$ cat config.mk
export PLATFORM = sky130hd
export DESIGN_NAME = inertial_and_filter
export DESIGN_NICKNAME = d
export VERILOG_FILES = /design/src/rtl/inertial_and_filter.sv
export SDC_FILE = /design/constraint.sdc
export NUM_CORES = 1
export LEC_CHECK = 0
export ABC_AREA = 1
export BUFFER_PORTS_ARGS = -buffer_cell sky130_fd_sc_hd__buf_2
export CORE_MARGIN = 2
export CORE_UTILIZATION = 40
export DETAILED_ROUTE_END_ITERATION = 6
export RECOVER_POWER = 25
export SLEW_MARGIN = 25
export SYNTH_ARGS = -nofsm -noshare
export SYNTH_HDL_FRONTEND = slang
export SYNTH_SLANG_ARGS = --single-unit
$ cat constraint.sdc
create_clock -name clk -period 1.65 [get_ports clk]
set_input_delay 0.33 -clock clk [delete_from_list [all_inputs] [get_ports clk]]
set_output_delay 0.33 -clock clk [all_outputs]
set_load 0.05 [all_outputs]
$ cat src/rtl/inertial_and_filter.sv
// Clocked inertial-delay AND gate: out follows in0 & in1 only after the new
// level has held for DELAY edges; shorter pulses are rejected and counted.
module inertial_and_filter #(
    parameter int DELAY = 10,
    parameter int CNT_W = 8
) (
    input  logic             clk,
    input  logic             rst,
    input  logic             in0,
    input  logic             in1,
    output logic             out,
    output logic             pending,
    output logic             glitch,
    output logic [CNT_W-1:0] glitch_cnt
);

    localparam logic [0:0] STABLE  = 1'b0;
    localparam logic [0:0] PENDING = 1'b1;
    localparam logic [7:0] DELAY_T = 8'(DELAY);
    localparam logic [CNT_W-1:0] CNT_MAX = '1;

    logic       a;
    logic [0:0] state;
    logic       target;
    logic [7:0] timer;

    assign a = in0 & in1;

    function automatic logic [CNT_W-1:0] sat_inc(input logic [CNT_W-1:0] v);
        return (v == CNT_MAX) ? v : v + 1'b1;
    endfunction

    always_ff @(posedge clk) begin
        if (rst) begin
            state      <= STABLE;
            target     <= 1'b0;
            timer      <= 8'd0;
            out        <= 1'b0;
            pending    <= 1'b0;
            glitch     <= 1'b0;
            glitch_cnt <= '0;
        end else begin
            glitch <= 1'b0;
            case (state)
                STABLE: begin
                    if (a != out) begin
                        state   <= PENDING;
                        target  <= a;
                        timer   <= 8'd1;
                        pending <= 1'b1;
                    end
                end
                default: begin
                    if (a == target) begin
                        // timer already counts e0 as 1, so commit lands on e0+DELAY
                        if (timer == DELAY_T) begin
                            out     <= target;
                            state   <= STABLE;
                            pending <= 1'b0;
                            timer   <= 8'd0;
                        end else begin
                            timer <= timer + 8'd1;
                        end
                    end else begin
                        glitch     <= 1'b1;
                        glitch_cnt <= sat_inc(glitch_cnt);
                        state      <= STABLE;
                        pending    <= 1'b0;
                        timer      <= 8'd0;
                    end
                end
            endcase
        end
    end

endmodule

==> results.md <==
* Path type of the worst min-delay path: in -> reg
* Commonest cells post-synth: 52 x nand2_1, 22 x inv_1, 21 x dfxtp_1, 21 x nor2_1, 14 x nand3_1
* Hold buffers post-CTS at 0
* Area share of the largest cell type after synthesis at 0.3672
* Worst-Margin Slew at 0.6073 ns
* P per Cell Area at 699.7 nW/um^2
* Skew-Pair Late Insertion Delay at 0.30 ns
* Count leader, synth: nand2_1
* Delay-heaviest family, CP: buffers and inverters
* GP Congestion at 0.8668
* Leakage at 0.6062 nW
* CP Max Fanout at 2
* Pin count of the biggest net entering global routing at 12
* Sequential area share after synthesis at 0.3672
* Number of port buffers at 14
* Worst r2r src: glitch_cnt[1]
* Tmin final at 1.442 ns
* Synth warn at 0
* WP data required at 1.32 ns
* Fin cells at 220
* Syn Inst Count at 172
* Post-CTS Setup Inserts at 0
* DP HPWL at 1838 um
* Final TNS setup at 0 ns
* Detailed-route DRC error count at 0
* Worst hold stages at 2
* H-Tree Depth at 1
* Top FF cell, synth: dfxtp_1
* Async set-reset flop share out of synthesis at 0
* Die area at 3306 sq um
* Die Ht at 57.50 um
* Global-route wire length before repair at 3953 um
* Worst R2R Setup Slack at 0.30 ns
* DR WL/cell at 10.47 um
* Net Sw Frac at 0.2752
* Int Pwr at 0.0006409 W
* Combinational power share at 0.120
* 1st-iter DRT viols at 62
* Initial antenna violation count at 0
* Number of enable flip-flop cells after synthesis at 0
* Core area at 2734 sq um
* Buf/Inv on CP at 1
* Clock power share at 0.280
* Area of the multi-input gates at 610.6 sq um
* CP Launch Type: register
* Seq. cell area at 422.9 sq um
* Tcrit/Tclk final at 0.8737
* Syn Std Cell Area at 1145 sq um
* # clock sinks at 21
* Via-per-instance ratio at 4.905
* Detailed-route wire length at 2303 um
* Filler cell count at 302
* Num CTS Buffers at 3
* Crit Path Category: reg -> out
* GR Overflow Total at 0
* Layout overhead on the synthesized area at 10.38%
* RSZ-0062 raised after global routing: false
* CTS tree: yes
* Main area contributors after synthesis: dfxtp_1 37%, nand2_1 17%, inv_1 7.2%
* Worst path max stage delay at 0.47 ns
* Synth area leader: dfxtp_1
* Layout cells sized above 1 at 0.1429
* Drt first pass iters at 4
* NetSw at 0.0002433 W
* Final setup violation count at 0
* Final Core Density at 0.4622
* Min-delay src: rst
* Synth Net Count at 179
* GRT Total Usage at 0.1516
* Maxcap violations at 0
* Clock Path Buffers at 2
* Relative slew slack at 0.5969
* N_diodes at 0
* CP arrival at 1.11 ns
* Crit. End Element: primary output
* Max Slew Vio Count at 0
* Crit-path cells: clkbuf_1
* Via count at 1,079
* Root Driver: clkbuf_4
* Max Freq at 693.7 MHz
* Endpoints failing hold at 0
* Status: completed
* Mean post-synth cell area at 6.656 sq um
* Hold EP: glitch_cnt[7]
* Initial Utilization at 0.4188
* Reg-to-reg endpoint: glitch_cnt[0]
* CTS resizes at 0
* I/O pins at 15
* Row count at 19
* Die W at 57.50 um
* Clk slew on worst S/H paths at 0.12 ns
* Worst vdd ir at 0.0005336 V
* Vias in the first global route at 963
* Setup Skew at 0.004139 ns
* R2r worst-path depth at 8
* Sequential power share at 0.600
* Netlist cell types at 22
* Cells after DPL at 216
* Critical Path Slowest Stage Cell: clkbuf_1
* Fin nets at 197
* Synth Register Bits at 21
* Routed Antenna Nets at 0
-- power groups by stage --
stage / Clock (W) / Combinational (W) / Sequential (W)
after floorplan: 0 / 0.0000690 / 0.000557
after global placement: 0 / 0.000111 / 0.000542
after detailed placement: 0 / 0.000111 / 0.000543
after CTS: 0.000261 / 0.000112 / 0.000531
after global routing: 0.000287 / 0.000118 / 0.000533
final: 0.000247 / 0.000106 / 0.000531
-- per-layer routing --
| layer | part of all wire | wire (um) | GRT usage | up-vias |
|---|---|---|---|---|
| met4 | 0.0074 | 17 | 0.05980 | 0 |
| met1 | 0.47 | 1084 | 0.1760 | 477 |
| met5 | 0 | 0 | 0 | - |
| met3 | 0.052 | 120 | 0.04308 | 2 |
| li1 | - | - | - | 573 |
| met2 | 0.47 | 1081 | 0.2614 | 27 |
-- layout make-up --
cell class | count | area share
repair buffers | 14 | 0.05347
flip-flops and latches | 21 | 0.3347
inverters | 26 | 0.07723
well taps | 31 | 0.03069
multi-input cells | 124 | 0.4832
clock buffers | 4 | 0.02079
-- worst max path at each step --
stage | start | to | slack (ns) | cells past startpoint
2_1_floorplan | glitch_cnt[2] | glitch_cnt[1] | 0.17 | 7
3_3_place_gp | glitch_cnt[1] | glitch_cnt[1] | 0.35 | 8
3_5_place_dp | glitch_cnt[0] | glitch_cnt[2] | 0.30 | 8
4_1_cts | glitch_cnt[2] | glitch_cnt[2] | 0.22 | 1
5_1_grt | pending | pending | 0.14 | 1
6_report | pending | pending | 0.21 | 1
-- kinds of logic (layout without fill, tap and decap cells) --
family | Yosys count | in the layout | synth area share
and+or+nand+nor | 102 | 102 | 0.4120
adders and majority gates | 3 | 3 | 0.03279
xor gates and xnor gates | 4 | 4 | 0.03061
buffers and inverters | 27 | 44 | 0.08852
AOI/OAI and AO/OA | 15 | 15 | 0.06885
DFF | 21 | 21 | 0.3672
-- worst register-to-register path: stages, from the launching register on --
cell and delay (ns):
dfxtp_2 0.38, ha_1 0.23, inv_1 0.07, nor2_2 0.14, nand2_1 0.10, nand3_4 0.11
inv_2 0.09, nor2_1 0.09, nor2_1 0.05
-- layout by cell type (no fill, tap or decap), drive strengths merged --
master and n:
nand4 4, clkbuf 6, nor2 23, buf 12
nand3b 1, dfxtp 21, xnor2 1, xor2 3
nand2 54, nand3 17, nor3 3, ha 3
inv 26, a21oi 9, o21ai 5, a21o 1
-- per-stage QoR --
stage | power [W] | cell area [sq um] | setup slack, ns | hold WS [ns]
final | 0.0008842 | 1264 | 0.2084 | 0.3224
after global routing | 0.0009382 | 1264 | 0.1436 | 0.3328
after CTS | 0.0009038 | 1279 | 0.2194 | 0.3227
after detailed placement | 0.0006537 | 1252 | 0.3005 | 0.4496
after global placement | 0.0006530 | 1252 | 0.3486 | 0.4297
after floorplan | 0.0006258 | 1147 | 0.1660 | 0.4564
-- registers in the layout, indices dropped and copies added (netlist names) --
signal,flops
glitch_cnt,8
timer,8
glitch,1
out,1
pending,1
state,1
target,1
Note: power is estimated with default switching activity, not from simulation.
